File: src/rtl/click_tone_generator.sv
// Turns each one-cycle beat strobe into a fixed-length square-wave burst on an idle-high
// speaker pin. Accented beats use the higher pitch; mute blocks new bursts and stops a running one.
module click_tone_generator #(
    parameter int unsigned FREQ      = 24_000_000,
    parameter int unsigned TONE_HZ   = 880,
    parameter int unsigned ACCENT_HZ = 1760,
    parameter int unsigned BEEP_MS   = 60
) (
    input  logic sys_clk,
    input  logic rst,
    input  logic beat,
    input  logic accent,
    input  logic mute,
    output logic speaker,
    output logic busy
);

    localparam int unsigned HALF_N      = FREQ / (2 * TONE_HZ);
    localparam int unsigned HALF_A      = FREQ / (2 * ACCENT_HZ);
    localparam int unsigned BEEP_CYCLES = (FREQ / 1000) * BEEP_MS;
    localparam int unsigned HALF_MAX    = (HALF_N > HALF_A) ? HALF_N : HALF_A;
    localparam int unsigned PW          = $clog2(HALF_MAX + 1);
    localparam int unsigned DW          = $clog2(BEEP_CYCLES + 1);

    if (HALF_N < 1 || HALF_A < 1 || BEEP_CYCLES < 2) begin : g_param_check
        $error("click_tone_generator: HALF_N/HALF_A must be >= 1 and BEEP_CYCLES >= 2");
    end

    typedef enum logic {IDLE, TONE} state_t;

    state_t        state, state_d;
    logic [PW-1:0] phase_cnt, phase_d;
    logic [DW-1:0] dur_cnt, dur_d;
    logic          accent_q, accent_d;
    logic          speaker_d, busy_d;
    logic [PW-1:0] half_last;

    assign half_last = accent_q ? PW'(HALF_A - 1) : PW'(HALF_N - 1);

    // State, counters and registered outputs
    always_ff @(posedge sys_clk or posedge rst) begin
        if (rst) begin
            state     <= IDLE;
            phase_cnt <= '0;
            dur_cnt   <= '0;
            accent_q  <= 1'b0;
            speaker   <= 1'b1;
            busy      <= 1'b0;
        end else begin
            state     <= state_d;
            phase_cnt <= phase_d;
            dur_cnt   <= dur_d;
            accent_q  <= accent_d;
            speaker   <= speaker_d;
            busy      <= busy_d;
        end
    end

    // Next-state and next-output logic; mute outranks retrigger, which outranks counting
    always_comb begin
        state_d   = state;
        phase_d   = phase_cnt;
        dur_d     = dur_cnt;
        accent_d  = accent_q;
        speaker_d = speaker;
        busy_d    = busy;

        case (state)
            IDLE: begin
                if (beat && !mute) begin
                    state_d   = TONE;
                    phase_d   = '0;
                    dur_d     = '0;
                    accent_d  = accent;
                    speaker_d = 1'b0;
                    busy_d    = 1'b1;
                end
            end
            TONE: begin
                if (mute) begin
                    state_d   = IDLE;
                    phase_d   = '0;
                    dur_d     = '0;
                    speaker_d = 1'b1;
                    busy_d    = 1'b0;
                end else if (beat) begin
                    phase_d   = '0;
                    dur_d     = '0;
                    accent_d  = accent;
                    speaker_d = 1'b0;
                    busy_d    = 1'b1;
                end else if (dur_cnt == DW'(BEEP_CYCLES - 1)) begin
                    state_d   = IDLE;
                    phase_d   = '0;
                    dur_d     = '0;
                    speaker_d = 1'b1;
                    busy_d    = 1'b0;
                end else begin
                    dur_d = dur_cnt + DW'(1);
                    if (phase_cnt == half_last) begin
                        phase_d   = '0;
                        speaker_d = ~speaker;
                    end else begin
                        phase_d = phase_cnt + PW'(1);
                    end
                end
            end
            default: begin
                state_d   = IDLE;
                speaker_d = 1'b1;
                busy_d    = 1'b0;
            end
        endcase
    end

endmodule

File: config.mk
export PLATFORM = sky130hd
export DESIGN_NAME = click_tone_generator
export DESIGN_NICKNAME = d
export VERILOG_FILES = /design/src/rtl/click_tone_generator.sv
export SDC_FILE = /design/constraint.sdc
export NUM_CORES = 1
export LEC_CHECK = 0
export ABC_AREA = 1
export CAP_MARGIN = 20
export CORE_MARGIN = 8
export CORE_UTILIZATION = 40
export CTS_BUF_LIST = sky130_fd_sc_hd__clkbuf_2 sky130_fd_sc_hd__clkbuf_4 sky130_fd_sc_hd__clkbuf_8
export DETAILED_ROUTE_END_ITERATION = 7
export GPL_TIMING_DRIVEN = 0
export PLACE_DENSITY_LB_ADDON = 0.15
export REMOVE_ABC_BUFFERS = 1
export SYNTH_ARGS = -nofsm -noshare
export SYNTH_HDL_FRONTEND = slang
export SYNTH_SLANG_ARGS = --single-unit
export TNS_END_PERCENT = 50
File: constraint.sdc
create_clock -name sys_clk -period 2.4 [get_ports sys_clk]
set_clock_uncertainty 0.1 [all_clocks]
set_input_delay 0.48 -clock sys_clk [delete_from_list [all_inputs] [get_ports sys_clk]]
set_output_delay 0.48 -clock sys_clk [all_outputs]
set_load 0.05 [all_outputs]
-- Word-level counts from Yosys, hierarchy flattened
Index checks and enable logic that the tools add are counted.
W data, S select, Z words.
- output and inout bits: 2
- word-level logic and storage cells: 54
- bits in registers: 39
- equal/unequal tests: 7
- bitwise operators: 2
- mux-type cells: 32
- reductions and logical operators: 5
- add/subtract/negate cells: 2
- operators with widths (cell ; number):
    $mux W14 ; 6
    $mux W21 ; 4
    $pmux W21 S2 ; 1
    $pmux W14 S2 ; 1
    $add A21 B1 Y21 const B ; 1
    $eq A21 B21 Y1 const B ; 1
    $mux W1 ; 16
    $add A14 B1 Y14 const B ; 1
    $eq A14 B14 Y1 ; 1
    $pmux W1 S2 ; 4
    $ne A2 B2 Y1 const B ; 3
    $ne A5 B3 Y1 const B ; 1
    $ne A4 B3 Y1 const B ; 1
    $reduce_and A2 Y1 ; 2
    $reduce_and A3 Y1 ; 1
    $not A1 Y1 ; 2
    $logic_and A1 B1 Y1 ; 1
    $logic_not A1 Y1 ; 1

-- Logic depth before layout (Yosys ltp)
Gate-level depths: netlist of the first run.
- depth in word-level cells: 7
- mapped depth: 11
- gate-level depth less buffers: 10

-- Worst setup path before layout of the first run
Ideal clock, no wire load.
- path kind: flip-flop to flip-flop
- from: reg dur_cnt[0]
- to: reg phase_cnt[5]
- data required time: 2.178 ns
- path buffers: 1
- arrival time: 1.412 ns
- slack: 0.766 ns
- clock period less this slack: 1.634 ns
- cell stages (with the launch flop): 12
- cell sequence: dfrtp_1 ha_1 nand2_1 nor2_1 nand2_2 nor2_2 nand2_2 nand3_4 nor2_4 nor2_8 buf_8 nor2_2
- word-level cells in the longest chain between the ends: 5
- RTL lines (element ; RTL line ; text):
    start: declaration ; 33 ; logic [DW-1:0] dur_cnt, dur_d;
    start signal: assignment ; 52 ; dur_cnt <= dur_d;
    $eq A21 B21 Y1 ; 92 ; end else if (dur_cnt == DW'(BEEP_CYCLES - 1)) begin
    $mux W14 ; 92 ;
    $mux W14 ; 86 ; end else if (beat) begin
    $mux W14 ; 80 ; if (mute) begin
    $pmux W14 S2 ; 68 ; case (state)
    end signal: assignment ; 51 ; phase_cnt <= phase_d;
    end: declaration ; 32 ; logic [PW-1:0] phase_cnt, phase_d;
No other way between the ends.
A chain may end at the register's enable or synchronous reset.

-- Final worst setup path of the first run
- from: reg speaker
- to: out speaker
- RTL lines (element ; RTL line ; text):
    start: declaration ; 14 ; output logic speaker,
    start signal: assignment ; 54 ; speaker <= speaker_d;
No word-level cell between the ends.

==> impl_metrics.tcl, run 1 <==
set metrics [dict create \
    outcome "finished clean" \
    wl_per_cell_um 11.7 \
    drtIter0Drc 47 \
    crit_chain "clkdlybuf4s50_1" \
    diodes 0 \
    hold_viol_final 0 \
    cp-start-kind "register" \
    die_area_um2 8270 \
    grt_setup_unrepaired "no" \
    yosys_warnings 0 \
    synth_area_leader_cell "dfrtp_1" \
    yosys.area_share.simple_pct 36.4 \
    fin_nets 300 \
    drv_cap 0 \
    fin_crit_ps 2210 \
    relSlewSlack_pct 44.9 \
    synth_edf_count 0 \
    yosys.area.top_type_share_pct 42.3 \
    via_per_inst 4.71 \
    grt_start_max_net_pins 40 \
    synth_cell_types 29 \
    cts_sinks 39 \
    post_cts_buffers 0 \
    instances_no_fill 365 \
    antenna_found_initial 0 \
    synth_adder_area_share_pct 1.67 \
    ys_ff_latch 39 \
    grt_usage_pct 11.2 \
    clockBufferDepth 2 \
    vias 1720 \
    synth.area.top_cells "dfrtp_1, nand2_1, nor2_1, xor2_1, inv_1" \
    synth-compound-area-share_pct 3.79 \
    overflow 0 \
    synthToLayoutAreaGrowth_pct 9.47 \
    rows 27 \
    drt_wl_total_um 4260 \
    ff_latch_area_um2 977 \
    synthFlopType "dfrtp_1" \
    synth_area_per_cell_um2 7.94 \
    worstMarginPinSlew_ps 826 \
    synthMuxAreaShare_pct 0.501 \
    htreeDepth 2 \
    async_reset_ff_share_pct 100 \
    synth_cells 283 \
    synth_top_family_by_area "simple AND/OR/NAND/NOR gates" \
    fin_crit_sh_pct 92.1 \
    crit_required_ps 1820 \
    grt_pass1_vias 1718 \
    slowest_delay_ps 800 \
    fillCellCount 592 \
    arrival_ps 1630 \
    power_density_nw_per_um2 538 \
    power_mw 1.32 \
    cp_slowest_cell "clkdlybuf4s50_1" \
    drive_above_1_share_pct 13.7 \
    post_cts_resized 0 \
    cts_buffers 5 \
    cp-end-kind "output port" \
    dp_hpwl_um 3030 \
    utilization_pct 44.9 \
    io_pins 7 \
    die_w_um 90.9 \
    port_buffers 6 \
    cts_tree "yes" \
    crit_fanout 3 \
    hold_class "register to register" \
    clkLatencyLatePin_ps 290 \
    fmax_mhz 453 \
    path_delay_family "buffers and inverters" \
    ir_drop_uv 298 \
    grt_pass1_wl_um 7750 \
    cts_root_buffer "clkbuf_8" \
    synth-seq-area-share_pct 43.5 \
    path_clk_slew_ps 70 \
    placed_cells 357 \
    synthTopCellsByCount "nand2_1, nor2_1, dfrtp_1" \
    critPathKind "register to output port" \
    leakagePower_nw 1.10 \
    worst-path-buf-inv 1 \
    drc 0 \
    multi_input_area_um2 1100 \
    ant_nets 0 \
    slew_viol_final 0 \
    core_area_um2 5470 \
    initial_utilization_pct 41.0 \
    first_pass_iters 4 \
    synth-xor-area-share_pct 6.63 \
    place.gp.congestion 0.764 \
    setup_violations 0 \
    die_h_um 90.9 \
    synthesis.area_um2 2250 \
    cts-hold-fix-buffers 0 \
    synth_most_common_cell "nand2_1" \
]
[cell type report]
type                    instances  area share, %
well taps                      72           3.66
repair buffers                  6           2.44
inverters                      34           5.19
clock buffers                   8           4.22
multi-input cells             206           44.7
flip-flops and latches         39           39.7
[cell usage in the layout, fill, tap and decap left out, drive strengths merged]
cell            n
nand4           6
a21oi           8
nor2           57
o21bai          2
nand2          71
xor2           15
nand3          19
nor3           12
or2             1
inv            34
and3            2
clkbuf          8
dfrtp          38
nand3b          1
mux2            1
ha              3
dfstp           1
clkdlybuf4s50   6
xnor2           2
o21ai           6
[state kept, by name, indices dropped and copies added (netlist names)]
name       count
accent_q       1
phase_cnt     14
state          1
busy           1
speaker        1
dur_cnt       21
[stage by stage]
stage	worst slack (ps)	hold slack (ps)	TNS, ps	area (um2)
final	191	379	0	2460
after global routing	119	403	0	2460
after CTS	174	382	0	2460
after detailed placement	-30.5	371	-46.1	2350
after global placement	-12.5	368	-17.9	2350
after floorplan	720	379	0	2200
[routing by layer]
layer	global-route usage, %	part of all wire [%]	up-vias
li1	-	-	903
met1	13.6	50	798
met2	19.1	47	14
met3	2.22	2.2	5
met4	4.50	1.3	0
met5	0	0	-
[power by group]
part	internal [mW]	switching [mW]	leakage [nW]	total, mW
Clock	0.274	0.232	0.0549	0.506
Combinational	0.0375	0.0946	0.508	0.132
Sequential	0.672	0.0125	0.535	0.684
Total	0.983	0.339	1.10	1.32
[final timing paths]
check                      cells past startpoint            to  slack [ps]        from
max in group asynchronous                      2  phase_cnt[9]        1110         rst
hold reg to reg                                2       speaker         380     speaker
min in group asynchronous                      2      accent_q         580         rst
hold / removal                                 2       speaker         380     speaker
setup reg to reg                              10    dur_cnt[4]         540  dur_cnt[0]
setup / recovery                               1       speaker         190     speaker
[cells by family (layout without fill, tap and decap cells)]
family | count (synthesis) | count (layout)
AO/OA/AOI/OAI | 16 | 16
XOR/XNOR | 17 | 17
flip-flops | 39 | 39
AND/OR/NAND/NOR | 169 | 169
buffers and inverters | 38 | 48
adder cells (fa/ha/maj) | 3 | 3
multiplexers | 1 | 1
(Power assumes the default switching activity.)
==> inputs of run 2 (changes only) <==
Settings changed: ABC_CLOCK_PERIOD_IN_PS set to 2330, PLACE_DENSITY_LB_ADDON 0.15 to not set.
Clock period 2.4 ns to 2.33 ns, I/O delays scaled along.
==> run 2 against run 1 <==
Against the previous run: die area stayed put; utilization is 0.59 points higher; flip-flop and latch count stayed put; sequential power grew 3.2%; highest routed layer unchanged.
==> impl_metrics.tcl, run 2 (synthesis gave the netlist of run 1 again) <==
set metrics [dict create \
    outcome "finished clean" \
    clockBufferDepth 2 \
    cts_sinks 39 \
    worst-path-buf-inv 1 \
    fin_crit_sh_pct 95.5 \
    grt_pass1_vias 1702 \
    drive_above_1_share_pct 13.7 \
    grt_usage_pct 11.2 \
    path_clk_slew_ps 80 \
    utilization_pct 45.5 \
    wl_per_cell_um 11.8 \
    switchingPower_mw 0.350 \
    drv_cap 0 \
    cp-startpoint "speaker" \
    fin_nets 300 \
    initial_utilization_pct 41.0 \
    fin_crit_ps 2220 \
    io_pins 7 \
    final_cell_mix "nand2_1, nor2_1, dfrtp_1" \
    clkLatencyLatePin_ps 290 \
    post_cts_resized 0 \
    hold_viol_final 0 \
    final_common_cell "nand2_1" \
    grt_setup_unrepaired "no" \
    drt_wl_total_um 4310 \
    crit_fanout 3 \
    cp-end-kind "output port" \
    cp_slowest_cell "clkdlybuf4s50_1" \
    power_density_nw_per_um2 610 \
    arrival_ps 1660 \
    internal_power_mw 1.17 \
    slowest_delay_ps 810 \
    reg2regPathDepth 10 \
    critPathKind "register to output port" \
    cts_buffers 5 \
    cts_root_buffer "clkbuf_8" \
    leakagePower_nw 1.11 \
    cp_num_cells 1 \
    critical_path.endpoint "speaker" \
    core_area_um2 5470 \
    ir_drop_uv 295 \
    largest_register_ff_count 21 \
    die_w_um 90.9 \
    grt_pass1_wl_um 7630 \
    first_pass_iters 4 \
    p_comb_share_pct 9.0 \
    ant_nets 0 \
    rows 27 \
    slew_viol_final 0 \
    top_register "dur_cnt" \
    place.gp.congestion 0.833 \
    r2r-start "dur_cnt[0]" \
    port_buffers 6 \
    drc 0 \
    dp_hpwl_um 3080 \
    crit_required_ps 1760 \
    cp-start-kind "register" \
    die_h_um 90.9 \
    fmax_mhz 449 \
    antenna_found_initial 0 \
    switching_share_pct 23.0 \
    cts-hold-fix-buffers 0 \
    relSlewSlack_pct 45.1 \
    tns_ps 0 \
    worstMarginPinSlew_ps 822 \
    seqPwrFrac_pct 46.4 \
    hold_slack_ps 378 \
    hold_class "register to register" \
    reg2reg_slack_ps 500 \
    htreeDepth 2 \
    final_area_um2 2490 \
    die_area_um2 8270 \
    placed_area_um2 2350 \
    cts_tree "yes" \
    setup_violations 0 \
    reg_top3 "dur_cnt x21, phase_cnt x14" \
    fillCellCount 585 \
    drtIter0Drc 72 \
    synthToLayoutAreaGrowth_pct 10.9 \
    post_cts_buffers 0 \
    grt_start_max_net_pins 40 \
    path_delay_family "buffers and inverters" \
    regToRegEndpoint "dur_cnt[12]" \
    via_per_inst 4.79 \
    p_clk_share_pct 44.6 \
    vias 1749 \
    crit_chain "clkdlybuf4s50_1" \
    overflow 0 \
    power_mw 1.52 \
    diodes 0 \
]
-- run 2: cell types whose count changed in the layout (fill, tap and decap cells not counted) --
cell and change:
bufinv_16 +2, clkbuf_8 -2
-- run 2: power groups by stage --
stage,Combinational (mW),Sequential [mW],Clock (mW)
floorplan,0.0785,0.735,0
global placement,0.138,0.719,0
detailed placement,0.141,0.718,0
CTS,0.141,0.706,0.703
global route,0.152,0.708,0.717
finish,0.137,0.706,0.678
-- run 2: cell type report --
type | instances | area [um2] | share of cell area, %
well taps | 72 | 90.1 | 3.62
multi-input cells | 206 | 1100 | 44.1
flip-flops and latches | 39 | 977 | 39.2
repair buffers | 6 | 60.1 | 2.41
clock inverters | 2 | 60.1 | 2.41
clock buffers | 6 | 76.3 | 3.06
inverters | 34 | 128 | 5.12
-- run 2: worst min path at each step --
stage          startpoint         end  slack [ps]  cells past startpoint
4_1_cts              busy        busy         380                      2
3_3_place_gp         busy        busy         360                      2
5_1_grt              busy        busy         410                      2
6_report             busy        busy         380                      2
2_1_floorplan  dur_cnt[1]  dur_cnt[1]         380                      2
3_5_place_dp         busy        busy         370                      2
-- run 2: metrics by stage --
| step | worst slack [ps] | cells |
|---|---|---|
| final | 105 | 365 |
| after global routing | 56.5 | 365 |
| after CTS | 83.4 | 365 |
| after detailed placement | -86.7 | 357 |
| after global placement | -62.8 | 357 |
| after floorplan | 664 | 279 |
-- run 2: layer usage --
layer	global-route usage, %	wire length [um]	vias up
met5	0	0	-
met4	4.50	60	0
met3	2.47	87	7
met2	20.0	2220	13
met1	12.5	1940	828
li1	-	-	901
==> inputs of run 3 (changes only) <==
Settings changed: CORE_UTILIZATION 40 to 57, PLACE_DENSITY set to 0.75.
==> run 3 against run 2 <==
Against the previous run: register-to-register slack worse by 60 ps; critical path depth is the same; via count is 0.51% lower; hold slack worse by 0.62 ps; wire length shrank 2.9%; clock-buffer cell count increased by 2; cell area decreased by 2.4%; utilization grew 17 points; sequential share of layout area rose by 0.97 points.
==> impl_metrics.tcl, run 3 (synthesis gave the netlist of run 1 again) <==
set metrics [dict create \
    final_common_cell "nand2_1" \
    fillCellCount 334 \
    clkLatencyLatePin_ps 300 \
    fmax_mhz 453 \
    crit_required_ps 1760 \
    overflow 0 \
    top_register "dur_cnt" \
    first_pass_iters 4 \
    switchingPower_mw 0.346 \
    largest_register_ff_count 21 \
    p_comb_share_pct 9.9 \
    cts_tree "yes" \
    hold_viol_final 0 \
    cts_root_buffer "clkbuf_8" \
    core_area_um2 3880 \
    ant_nets 0 \
    seqPwrFrac_pct 51.9 \
    die_w_um 78.8 \
    power_density_nw_per_um2 559 \
    rows 23 \
    tns_ps 0 \
    die_h_um 78.8 \
    final_cell_mix "nand2_1, nor2_1, dfrtp_1" \
    post_cts_resized 0 \
    fin_crit_sh_pct 94.8 \
    drive_above_1_share_pct 13.7 \
    switching_share_pct 25.4 \
    cts-hold-fix-buffers 0 \
    synthToLayoutAreaGrowth_pct 8.25 \
    placed_cells 335 \
    grt_pass1_wl_um 7530 \
    layout_setup_ws_ps 121 \
    die_area_um2 6200 \
    diodes 0 \
    m1WireLength_um 1840 \
    drv_cap 0 \
    grt_usage_pct 15.3 \
    post_cts_buffers 0 \
    via_per_inst 5.07 \
    critPathKind "register to output port" \
    cp_slowest_cell "clkdlybuf4s50_1" \
    met3WireLength_um 146 \
    cts_buffers 5 \
    slowest_delay_ps 800 \
    p_clk_share_pct 38.2 \
    htreeDepth 2 \
    relSlewSlack_pct 47.6 \
    dr_wl_met2_um 2110 \
    slew_viol_final 0 \
    drtIter0Drc 86 \
    utilization_pct 62.6 \
    cp-startpoint "speaker" \
    vias 1740 \
    path_delay_family "buffers and inverters" \
    top_layer_used "met4" \
    clockBufferDepth 2 \
    crit_chain "clkdlybuf4s50_1" \
    internal_power_mw 1.01 \
    reg_top3 "dur_cnt x21, phase_cnt x14" \
    ir_drop_uv 314 \
    hold_class "register to register" \
    cts_sinks 39 \
    port_buffers 6 \
    io_pins 7 \
    initial_utilization_pct 57.8 \
    leakagePower_nw 1.10 \
    antenna_found_initial 0 \
    wl_per_cell_um 12.2 \
    grt_setup_unrepaired "no" \
    instances_no_fill 343 \
    grt_pass1_vias 1741 \
    fin_nets 300 \
    worst-path-buf-inv 1 \
    min_from "speaker" \
    setup_violations 0 \
    worstMarginPinSlew_ps 785 \
    post-place-ws_ps -67.1 \
    place.gp.congestion 0.876 \
    grt_start_max_net_pins 40 \
    cp-end-kind "output port" \
    drc 0 \
    dp_hpwl_um 2990 \
    path_clk_slew_ps 70 \
    cp-start-kind "register" \
    fin_crit_ps 2210 \
    r2r-start "dur_cnt[0]" \
    drt_wl_total_um 4180 \
    arrival_ps 1640 \
    outcome "finished clean" \
    crit_fanout 3 \
]
-- run 3: cell count changes in the layout (fill, tap and decap cells not counted) --
cell,previous run,this run
bufinv_16,2,0
clkbuf_8,5,7
-- run 3: cell type report --
cell class	count	area [um2]	area share [%]
repair buffers	6	60.1	2.47
inverters	34	128	5.25
multi-input cells	206	1100	45.2
clock buffers	8	104	4.27
well taps	50	62.6	2.57
flip-flops and latches	39	977	40.2
-- run 3: path summary, 6_finish.rpt --
check | endpoint | slack [ps] | depth (start not counted)
setup / recovery | speaker | 120 | 1
hold / removal | speaker | 380 | 2
setup reg to reg | dur_cnt[10] | 440 | 10
hold reg to reg | speaker | 380 | 2
max in group asynchronous | phase_cnt[13] | 1100 | 2
min in group asynchronous | state | 540 | 2
-- run 3: routing by layer --
| layer | vias to the layer above | GRT usage, % |
|---|---|---|
| met3 | 8 | 4.51 |
| met4 | 0 | 7.96 |
| met5 | - | 0 |
| met1 | 807 | 16.5 |
| met2 | 23 | 26.7 |
| li1 | 902 | - |
-- run 3: power by group through the flow --
stage          logic, mW  registers, mW  clock network [mW]
2_1_floorplan     0.0785          0.735                   0
3_3_place_gp       0.135          0.717                   0
3_5_place_dp       0.137          0.718                   0
4_1_cts            0.137          0.705               0.532
5_1_grt            0.151          0.707               0.565
6_report           0.135          0.705               0.518
-- run 3: stage by stage --
stage	hold WS, ps	area [um2]	total power, mW
detailed placement	366	2330	0.855
floorplan	379	2200	0.813
finish	377	2430	1.36
CTS	378	2430	1.37
global route	399	2430	1.42
global placement	357	2330	0.852
